File: config.mk
export PLATFORM = sky130hd
export DESIGN_NAME = pipe_ctrl
export DESIGN_NICKNAME = d
export VERILOG_FILES = /design/src/rtl/pipe_ctrl.sv
export SDC_FILE = /design/constraint.sdc
export NUM_CORES = 1
export LEC_CHECK = 0
export ABC_AREA = 1
export CAP_MARGIN = 5
export CORE_MARGIN = 8
export CORE_UTILIZATION = 30
export CTS_CLUSTER_SIZE = 8
export DETAILED_ROUTE_END_ITERATION = 6
export GPL_TIMING_DRIVEN = 0
export PLACE_DENSITY = 0.68
export SETUP_SLACK_MARGIN = 0.5
export SYNTH_ARGS = -nofsm -noshare
export SYNTH_HDL_FRONTEND = slang
export SYNTH_SLANG_ARGS = --single-unit
File: constraint.sdc
create_clock -name cpu_clk_50M -period 6.64 [get_ports cpu_clk_50M]
set_input_delay 1.992 -clock cpu_clk_50M [delete_from_list [all_inputs] [get_ports cpu_clk_50M]]
set_output_delay 1.992 -clock cpu_clk_50M [all_outputs]
set_load 0.01 [all_outputs]
File: src/rtl/pipe_ctrl.sv
// Pipeline stall/flush sequencer: merges hazard stalls with exception flush, drains AXI, then redirects the PC.
// Optional performance counters are built when PIPE_CTRL_PERF_EN is defined.
module pipe_ctrl #(
    parameter int unsigned     PC_W      = 64,
    parameter logic [PC_W-1:0] RESET_PC  = PC_W'(64'h8000_0000),
    parameter int unsigned     DRAIN_MAX = 255
) (
    input  logic            cpu_clk_50M,
    input  logic            cpu_rst,
    input  logic            if_stall_req,
    input  logic            id_stall_req,
    input  logic            mem_stall_req,
    input  logic            excep_flush,
    input  logic [PC_W-1:0] excep_flush_pc,
    input  logic            if_axi_busy,
    input  logic            mem_axi_busy,
    output logic [4:0]      stall,
    output logic [4:0]      flush,
    output logic            discard_fetch,
    output logic            redirect_valid,
    output logic [PC_W-1:0] redirect_pc,
    output logic            drain_timeout,
    output logic [63:0]     perf_stall_cyc,
    output logic [63:0]     perf_flush_cnt
);

    localparam int unsigned CNT_W = 8;
    localparam logic [CNT_W-1:0] DRAIN_LAST = CNT_W'(DRAIN_MAX - 1);

    typedef enum logic [1:0] {
        RUN         = 2'd0,
        FLUSH_DRAIN = 2'd1,
        REDIRECT    = 2'd2
    } state_t;

    state_t            state_q, state_d;
    logic [CNT_W-1:0]  cnt_q, cnt_d;
    logic [PC_W-1:0]   pc_q, pc_d;
    logic              timeout_q, timeout_d;
    logic              flush_accept;
    logic              busy;

    assign busy = if_axi_busy | mem_axi_busy;

    // State, drain counter, latched trap PC and sticky timeout
    always_ff @(posedge cpu_clk_50M or posedge cpu_rst) begin
        if (cpu_rst) begin
            state_q   <= RUN;
            cnt_q     <= '0;
            pc_q      <= RESET_PC;
            timeout_q <= 1'b0;
        end else begin
            state_q   <= state_d;
            cnt_q     <= cnt_d;
            pc_q      <= pc_d;
            timeout_q <= timeout_d;
        end
    end

    always_comb begin
        state_d        = state_q;
        cnt_d          = cnt_q;
        pc_d           = pc_q;
        timeout_d      = timeout_q;
        stall          = 5'b00000;
        flush          = 5'b00000;
        discard_fetch  = 1'b0;
        redirect_valid = 1'b0;
        flush_accept   = 1'b0;

        case (state_q)
            RUN: begin
                if (excep_flush) begin
                    flush        = 5'b11110;
                    pc_d         = excep_flush_pc;
                    flush_accept = 1'b1;
                    cnt_d        = '0;
                    state_d      = busy ? FLUSH_DRAIN : REDIRECT;
                end else if (mem_stall_req) begin
                    stall = 5'b01111;
                    flush = 5'b10000;
                end else if (id_stall_req) begin
                    stall = 5'b00011;
                    flush = 5'b00100;
                end else if (if_stall_req) begin
                    stall = 5'b00001;
                    flush = 5'b00010;
                end
            end

            FLUSH_DRAIN: begin
                stall         = 5'b00001;
                flush         = 5'b11110;
                discard_fetch = if_axi_busy;
                if (excep_flush) begin
                    pc_d         = excep_flush_pc;
                    flush_accept = 1'b1;
                    cnt_d        = '0;
                    state_d      = busy ? FLUSH_DRAIN : REDIRECT;
                end else if (!busy) begin
                    cnt_d   = '0;
                    state_d = REDIRECT;
                end else if (cnt_q == DRAIN_LAST) begin
                    // this cycle completes DRAIN_MAX drain cycles with the bus still busy
                    cnt_d     = '0;
                    timeout_d = 1'b1;
                    state_d   = REDIRECT;
                end else begin
                    cnt_d = cnt_q + CNT_W'(1);
                end
            end

            REDIRECT: begin
                flush = 5'b11110;
                if (excep_flush) begin
                    // a newer trap supersedes the pending redirect
                    pc_d         = excep_flush_pc;
                    flush_accept = 1'b1;
                    cnt_d        = '0;
                    state_d      = busy ? FLUSH_DRAIN : REDIRECT;
                end else begin
                    redirect_valid = 1'b1;
                    state_d        = RUN;
                end
            end

            default: begin
                state_d = RUN;
                cnt_d   = '0;
            end
        endcase

        if (cpu_rst) begin
            stall          = 5'b00000;
            flush          = 5'b11111;
            discard_fetch  = 1'b0;
            redirect_valid = 1'b0;
        end
    end

    assign redirect_pc   = pc_q;
    assign drain_timeout = timeout_q;

`ifdef PIPE_CTRL_PERF_EN
    logic [63:0] perf_stall_q;
    logic [63:0] perf_flush_q;

    // Free-running event counters, wrap modulo 2^64
    always_ff @(posedge cpu_clk_50M or posedge cpu_rst) begin
        if (cpu_rst) begin
            perf_stall_q <= '0;
            perf_flush_q <= '0;
        end else begin
            if (|stall)
                perf_stall_q <= perf_stall_q + 64'd1;
            if (flush_accept)
                perf_flush_q <= perf_flush_q + 64'd1;
        end
    end

    assign perf_stall_cyc = perf_stall_q;
    assign perf_flush_cnt = perf_flush_q;
`else
    logic unused_perf;
    assign unused_perf    = flush_accept;
    assign perf_stall_cyc = 64'd0;
    assign perf_flush_cnt = 64'd0;
`endif

endmodule
Word level (Yosys, flattened, before mapping)
Index checks and enable logic that the tools add are counted.
{"block": "word_totals", "register_bits": 75, "word_cells": 49, "out_inout_bits": 205}
{"block": "op_classes", "addsub": 1, "n_mux": 29, "n_reduce_logical": 7, "eq_ne": 6, "bitwise_logic": 2}
{"operator": "two-way mux 8 bit", "count": 4}
{"operator": "two-way mux 5 bit", "count": 4}
{"operator": "two-way mux 2 bit", "count": 8}
{"operator": "case mux 8 bit (2 select lines)", "count": 1}
{"operator": "case mux 5 bit (2 select lines)", "count": 1}
{"operator": "adder 8 x 1 -> 8 bit, second input constant", "count": 1}
{"operator": "equality test 8 bit, second input constant", "count": 1}
{"operator": "two-way mux 4 bit", "count": 2}
{"operator": "case mux 4 bit (2 select lines)", "count": 1}
{"operator": "two-way mux 1 bit", "count": 6}
{"operator": "case mux 2 bit (3 select lines)", "count": 1}
{"operator": "!= test 4 bit, second input constant", "count": 1}
{"operator": "AND reduction 2 bit", "count": 2}
{"operator": "AND reduction 4 bit", "count": 1}
{"operator": "OR reduction 2 bit", "count": 2}
{"operator": "two-way mux 3 bit", "count": 1}
{"operator": "OR reduction 3 bit", "count": 1}
{"operator": "equality test 2 x 1 -> 1 bit, second input constant", "count": 1}
{"operator": "equality test 2 bit, second input constant", "count": 1}
{"operator": "zero test 2 bit", "count": 1}
{"operator": "!= test 2 x 1 -> 1 bit, second input constant", "count": 1}
{"operator": "!= test 2 bit, second input constant", "count": 1}
{"operator": "NOT 1 bit", "count": 1}
{"operator": "bitwise OR 1 bit", "count": 1}

Logic depth before layout (Yosys ltp)
Gate-level depths: netlist (run 1).
{"block": "depth", "depth_word": 6, "mapped_depth": 9, "ltp_nobuf": 9}

Least setup slack after synthesis (run 1)
Ideal clock, no wire load.
{"block": "synth_path", "path_type": "input-to-output", "start": "input port cpu_rst", "end": "output port stall[3]", "path_slack_ns": 0.319, "path_buffers": 1, "required_ns": 4.648, "path_stages": 4, "arrival_time_ns": 4.329, "cell_sequence": "inv_1 -> nand3_1 -> nor2_1 -> buf_4"}
{"block": "synth_between", "elab_chain_cells": 1}
{"item": "start: declaration", "line": "9", "source": "input logic cpu_rst,"}
{"item": "two-way mux 5 bit", "line": "133", "source": "if (cpu_rst) begin"}
{"item": "end: declaration", "line": "17", "source": "output logic [4:0] stall,"}
Every way passes these cells.

Worst setup path after layout (run 1)
{"block": "layout_path", "start": "input port excep_flush", "end": "output port flush[3]"}
{"block": "layout_between", "elab_chain_cells": 3}
{"item": "start: declaration", "line": "13", "source": "input logic excep_flush,"}
{"item": "two-way mux 5 bit", "line": "73", "source": "if (excep_flush) begin"}
{"item": "case mux 5 bit (2 select lines)", "line": "71", "source": "case (state_q)"}
{"item": "two-way mux 5 bit", "line": "133"}
{"item": "end: declaration", "line": "18", "source": "output logic [4:0] flush,"}
Every way passes these cells.

==> results of run 1 <==
-- per-layer routing --
| metal | up-vias | wire [um] |
|---|---|---|
| li1 | 1555 | - |
| met3 | 14 | 1460 |
| met4 | 0 | 177 |
| met5 | - | 0 |
| met2 | 167 | 6350 |
| met1 | 1490 | 4330 |
-- cell type report --
type / instances / area (um2)
Tap cell: 184 / 230
Timing Repair inverter: 1 / 5.00
Clock buffer: 12 / 267
Clock inverter: 4 / 23.8
Fill cell: 1348 / 7500
Inverter: 16 / 63.8
Timing Repair Buffer: 149 / 1500
Multi-Input combinational cell: 281 / 1850
Buffer: 138 / 1060
Sequential cell: 75 / 1880
-- worst paths after layout --
kind                                           startpoint  slack (ps)                          end
worst max-delay path                          excep_flush         780                     flush[3]
worst min-delay path            drain_timeout$_DFFE_PP0P_         470    drain_timeout$_DFFE_PP0P_
worst max register to register     state_q[0]$_DFFE_PP0P_        4980   redirect_pc[3]$_DFFE_PP0P_
worst min register to register  drain_timeout$_DFFE_PP0P_         470    drain_timeout$_DFFE_PP0P_
max in group asynchronous                         cpu_rst        3480  redirect_pc[21]$_DFFE_PP0P_
min in group asynchronous                         cpu_rst        2380       state_q[1]$_DFFE_PP0P_
-- worst max-delay path, stage by stage --
cell	delay (ps)
clkdlybuf4s50_1	600
nand2_1	140
buf_6	180
buf_6	180
o21ai_0	180
clkdlybuf4s50_1	580
-- kinds of logic after synthesis --
family,share of synthesized area [%]
simple gates,5.91
fa+ha+maj,1.72
other cells,0.0860
xor+xnor,0.402
compound gates,2.44
buf+inv,25.6
flops,43.1
mux,20.8
-- cell usage in the layout, fill, tap and decap left out, types with 2 or more instances in the layout --
master | netlist | layout
xnor2_1 | 2 | 2
nand3_1 | 4 | 4
inv_1 | 15 | 14
buf_4 | 131 | 132
clkinv_2 | 0 | 3
nand4_1 | 3 | 3
nor3_1 | 2 | 2
mux2_2 | 15 | 15
o21ai_0 | 8 | 8
clkbuf_16 | 0 | 9
dfrtp_1 | 74 | 74
o21ai_1 | 2 | 2
clkdlybuf4s50_1 | 0 | 147
clkbuf_8 | 0 | 3
buf_6 | 6 | 6
nand2_1 | 28 | 28
nand2_2 | 2 | 2
conb_1 | 1 | 129
ha_1 | 6 | 6
mux2_4 | 49 | 49
a21oi_1 | 5 | 5
nor2_1 | 19 | 19
-- through the flow --
| stage | instance area, um2 | setup WS, ps | total power (uW) | TNS, ps | util [%] |
|---|---|---|---|---|---|
| floorplan | 4840 | 926 | 1010 | 0 | - |
| global placement | 6550 | -827 | 1330 | -3020 | 45.6 |
| detailed placement | 6570 | 57.5 | 1350 | 0 | 45.7 |
| CTS | 6870 | 734 | 1840 | 0 | 47.8 |
| global route | 6870 | 674 | 1920 | 0 | 47.8 |
| finish | 6870 | 779 | 1810 | 0 | 47.8 |
-- state kept, by name, summed over array words and instances, names as in the netlist --
| name | count |
|---|---|
| redirect_pc | 64 |
| cnt_q | 8 |
| state_q | 2 |
| drain_timeout | 1 |
-- power breakdown --
group	internal (uW)	switching (uW)	total, uW
Sequential	554	58.8	612
Combinational	429	304	734
Clock	282	184	466
Total	1270	547	1810
-- repair_timing --
action                                  4_1_cts  5_1_grt
buffers inserted                              1        0
hold endpoints to repair                      0        0
endpoints found under the setup margin        4        0
==> results.sh, run 1 <==
export IMPL_antenna_found_initial=0
export IMPL_synth_edf_count=0
export IMPL_routabilityCongestion=0.833
export IMPL_synthFlopType="dfrtp_1"
export IMPL_yosysSeqAreaShare_pct=43.1
export IMPL_grtUsageTotal_pct=12.8
export IMPL_ir_drop_uv=195
export IMPL_cts_root_buf="clkbuf_16"
export IMPL_rows=44
export IMPL_grt_pass1_vias=3515
export IMPL_cp_start_kind="input pin"
export IMPL_status="finished clean"
export IMPL_grtUsageMet3_pct=6.28
export IMPL_busiest_layer="met2"
export IMPL_rr_worst_depth=6
export IMPL_finClkSkew_ps=9.94
export IMPL_report_final_slew_viol_count=0
export IMPL_cap_violations=0
export IMPL_syn_avg_cell_area_um2=11.4
export IMPL_setup_viol=0
export IMPL_finalHoldWorstSlack_ps=467
export IMPL_drt_total_wl_um=12300
export IMPL_wl_per_cell_um=14.3
export IMPL_cts_sinks=75
export IMPL_drcViolationCount=0
export IMPL_syn_to_final_growth_pct=57.5
export IMPL_yosys_area_top_type="dfrtp_1"
export IMPL_hold_class="register to register"
export IMPL_p_leak_uw=0.00352
export IMPL_instances_no_fill=860
export IMPL_dp_cells=842
export IMPL_max_slew_worst_pin_slew_ps=904
export IMPL_path_class="input pin to output pin"
export IMPL_synth_cells=382
export IMPL_floorplan_initialDensity_pct=30.3
export IMPL_grt_pass1_wl_um=18500
export IMPL_synthDistinctLibCells=28
export IMPL_antenna_cells=0
export IMPL_synthTopCellsByArea="dfrtp_1, buf_4, mux2_4"
export IMPL_die_area_mm2=0.0186
export IMPL_cp_arrival_ps=3870
export IMPL_synthArstFlopShare_pct=100
export IMPL_cts_buffer_depth=2
export IMPL_maxSlewHeadroom_pct=39.4
export IMPL_fmax_mhz=171
export IMPL_antenna_left=0
export IMPL_cts_hold_buffers=0
export IMPL_power_density_mw_per_mm2=264
export IMPL_min_period_ps=5860
export IMPL_synth_most_common_cell="buf_4"
export IMPL_synth_seq_cells=75
export IMPL_cts_clk_slew_worst_paths_ps=60
export IMPL_viasPerCell=3.75
export IMPL_dr_pass1_iters=5
export IMPL_crit_path_end_kind="output pin"
export IMPL_die_w_um=137
export IMPL_die_h_um=137
export IMPL_grt_max_degree=42
export IMPL_finalHoldViolations=0
export IMPL_core_area_mm2=0.0144
export IMPL_hpwl_um=9980
export IMPL_hold_depth=1
export IMPL_synth_commonest_cells="buf_4, dfrtp_1, mux2_4"
export IMPL_io_pins=277
export IMPL_use_met1_pct=12.9
export IMPL_synth_area_mm2=0.00436
export IMPL_synth_warnings=0
export IMPL_crit_fanout=10
export IMPL_port_buffers=147
export IMPL_drt_iter0_markers=72
export IMPL_routed_via_count=3226
export IMPL_clock_latency_ps=330
export IMPL_cts_resized=0
export IMPL_synth_top_area_share_pct=42.5
export IMPL_htree_levels=3
export IMPL_rsz0062_at_grt="false"
export IMPL_cts_tree="yes"
export IMPL_drive_gt1_share_pct=33.9
export IMPL_gr_total_overflow=0
export IMPL_cp_required_ps=4650
export IMPL_fin_nets=749
export IMPL_met2_usage_pct=22.8
export IMPL_cts_buffers=9
export IMPL_finalCritPeriodShare_pct=88.3
No activity file was read; power rests on OpenSTA's default activity.
==> inputs of run 2 (changes only) <==
--- a/config.mk
+++ b/config.mk
@@ -7,7 +7,6 @@
 export LEC_CHECK = 0
 export ABC_AREA = 1
 export CAP_MARGIN = 5
-export CORE_MARGIN = 8
 export CORE_UTILIZATION = 30
 export CTS_CLUSTER_SIZE = 8
 export DETAILED_ROUTE_END_ITERATION = 6
==> run 2 against run 1 <==
  * Design area is 0.16% higher
  * Count of clock-buffer cells in the layout decreased by 2
  * Routed wire length is 19% lower
  * Clock skew is 2.7 ps lower
  * Highest routed layer unchanged
==> results.sh, run 2 (same netlist as run 1, synthesis figures left out) <==
export IMPL_crit_buf_inv=5
export IMPL_finalCritPeriodShare_pct=88.2
export IMPL_status="finished clean"
export IMPL_cp_start_kind="input pin"
export IMPL_floorplan_initialDensity_pct=31.0
export IMPL_gr_total_overflow=0
export IMPL_core_area_mm2=0.0140
export IMPL_die_w_um=123
export IMPL_finalHoldWorstSlack_ps=488
export IMPL_rows=43
export IMPL_viasPerCell=3.74
export IMPL_grtUsageTotal_pct=13.6
export IMPL_p_sw_share_pct=29.0
export IMPL_cts_tree="yes"
export IMPL_p_switching_uw=535
export IMPL_placed_cell_area_mm2=0.00656
export IMPL_r2r_start="state_q[0]$_DFFE_PP0P_"
export IMPL_p_leak_uw=0.00352
export IMPL_final_common_cell="clkdlybuf4s50_1"
export IMPL_cts_hold_buffers=0
export IMPL_htree_levels=3
export IMPL_seqPwrFrac_pct=33.2
export IMPL_rsz0062_at_grt="false"
export IMPL_report_final_slew_viol_count=0
export IMPL_cts_clk_slew_worst_paths_ps=50
export IMPL_crit_path_end_kind="output pin"
export IMPL_io_pins=277
export IMPL_drt_iter0_markers=107
export IMPL_maxSlewHeadroom_pct=42.2
export IMPL_routed_via_count=3195
export IMPL_cp_required_ps=4650
export IMPL_cts_sinks=75
export IMPL_setup_ws_ps=780
export IMPL_fin_util_pct=49.0
export IMPL_grt_pass1_vias=3086
export IMPL_min_period_ps=5860
export IMPL_hpwl_um=7660
export IMPL_cpMaxStageDelayCell="clkdlybuf4s50_1"
export IMPL_finClkSkew_ps=7.28
export IMPL_grt_pass1_wl_um=15400
export IMPL_startpoint="cpu_rst"
export IMPL_power_density_mw_per_mm2=268
export IMPL_fmax_mhz=171
export IMPL_antenna_left=0
export IMPL_cp_arrival_ps=3870
export IMPL_crit_fanout=41
export IMPL_cap_violations=0
export IMPL_drt_total_wl_um=9980
export IMPL_largest_register_ffs=64
export IMPL_p_int_uw=1310
export IMPL_finalHoldViolations=0
export IMPL_final_cell_mix="clkdlybuf4s50_1, buf_4, conb_1"
export IMPL_fillCellCount=1285
export IMPL_hold_class="register to register"
export IMPL_grt_max_degree=42
export IMPL_clkPwrFrac_pct=27.9
export IMPL_drcViolationCount=0
export IMPL_fin_nets=749
export IMPL_antenna_found_initial=0
export IMPL_cts_root_buf="clkbuf_16"
export IMPL_antenna_cells=0
export IMPL_path_class="input pin to output pin"
export IMPL_setup_viol=0
export IMPL_wl_per_cell_um=11.7
export IMPL_drive_gt1_share_pct=33.6
export IMPL_dr_pass1_iters=4
export IMPL_fin_area_mm2=0.00688
export IMPL_cts_buffer_depth=2
export IMPL_hold_start="drain_timeout$_DFFE_PP0P_"
export IMPL_crit_family="buffers and inverters"
export IMPL_syn_to_final_growth_pct=57.8
export IMPL_pre_cts_ws_ps=-252
export IMPL_max_slew_worst_pin_slew_ps=862
export IMPL_cp_cell_sequence="dlygate4sd2_1 > clkinvlp_4 > buf_12 > nand3_1 > nor2_1 > buf_4 > clkdlybuf4s50_1"
export IMPL_ir_drop_uv=149
export IMPL_die_area_mm2=0.0150
export IMPL_routabilityCongestion=0.800
export IMPL_clock_latency_ps=340
export IMPL_port_buffers=147
export IMPL_slowest_delay_ps=530
export IMPL_cts_buffers=9
export IMPL_die_h_um=123
export IMPL_comb_power_share_pct=38.9
## run 2: cell types whose count changed in the layout (fill, tap and decap cells not counted), sizes merged
cell           before  now
clkdlybuf4s50     147  146
clkinv              4    3
clkbuf             12   10
bufinv              0    2
dlygate4sd2         0    1
## run 2: worst reg2reg max path, stage by stage (launching register included)
cell and delay, ps:
dfrtp_1 400, inv_1 80, ha_1 270, o21ai_2 300
nand2_1 170, nor3b_1 230, nor2_1 80
## run 2: path summary, 6_finish.rpt
| check | end | slack, ps | cells after the start |
|---|---|---|---|
| max | stall[3] | 780 | 7 |
| min | drain_timeout$_DFFE_PP0P_ | 490 | 1 |
| max reg2reg | cnt_q[4]$_DFFE_PP0P_ | 5010 | 6 |
| min reg2reg | drain_timeout$_DFFE_PP0P_ | 490 | 1 |
| max in group asynchronous | cnt_q[1]$_DFFE_PP0P_ | 4080 | 2 |
| min in group asynchronous | redirect_pc[51]$_DFFE_PP0P_ | 2050 | 3 |
## run 2: cell type report
class | count | area (um2) | share of cell area [%]
plain buffers | 138 | 1060 | 15.4
repair buffers | 149 | 1500 | 21.8
well taps | 180 | 225 | 3.27
clock inverters | 5 | 78.8 | 1.15
repair inverters | 1 | 5.00 | 0.0728
clock buffers | 10 | 229 | 3.33
flip-flops and latches | 75 | 1880 | 27.3
inverters | 16 | 63.8 | 0.928
multi-input cells | 281 | 1850 | 26.8
## run 2: power by group through the flow
stage          clock network, uW  logic (uW)  registers, uW
5_1_grt                      553         774            624
4_1_cts                      529         723            614
6_report                     514         717            613
2_1_floorplan                  0         362            653
3_3_place_gp                   0         707            614
3_5_place_dp                   0         719            617
## run 2: repair_timing
item | CTS | global route
resized for setup | 1 | 0
setup endpoints to repair | 4 | 0
setup buffers | 1 | 0
## run 2: per-stage QoR
stage / std cells / power, uW / setup TNS [ps]
after floorplan: 510 / 1010 / 0
after global placement: 837 / 1320 / -3230
after detailed placement: 838 / 1340 / -560
after CTS: 855 / 1870 / 0
after global routing: 855 / 1950 / 0
final: 855 / 1840 / 0
## run 2: per-layer routing
metal / wire (um) / global-route usage [%]
met5: 0 / 0
met4: 148 / 6.40
met3: 782 / 4.32
met2: 5350 / 23.8
met1: 3700 / 14.7
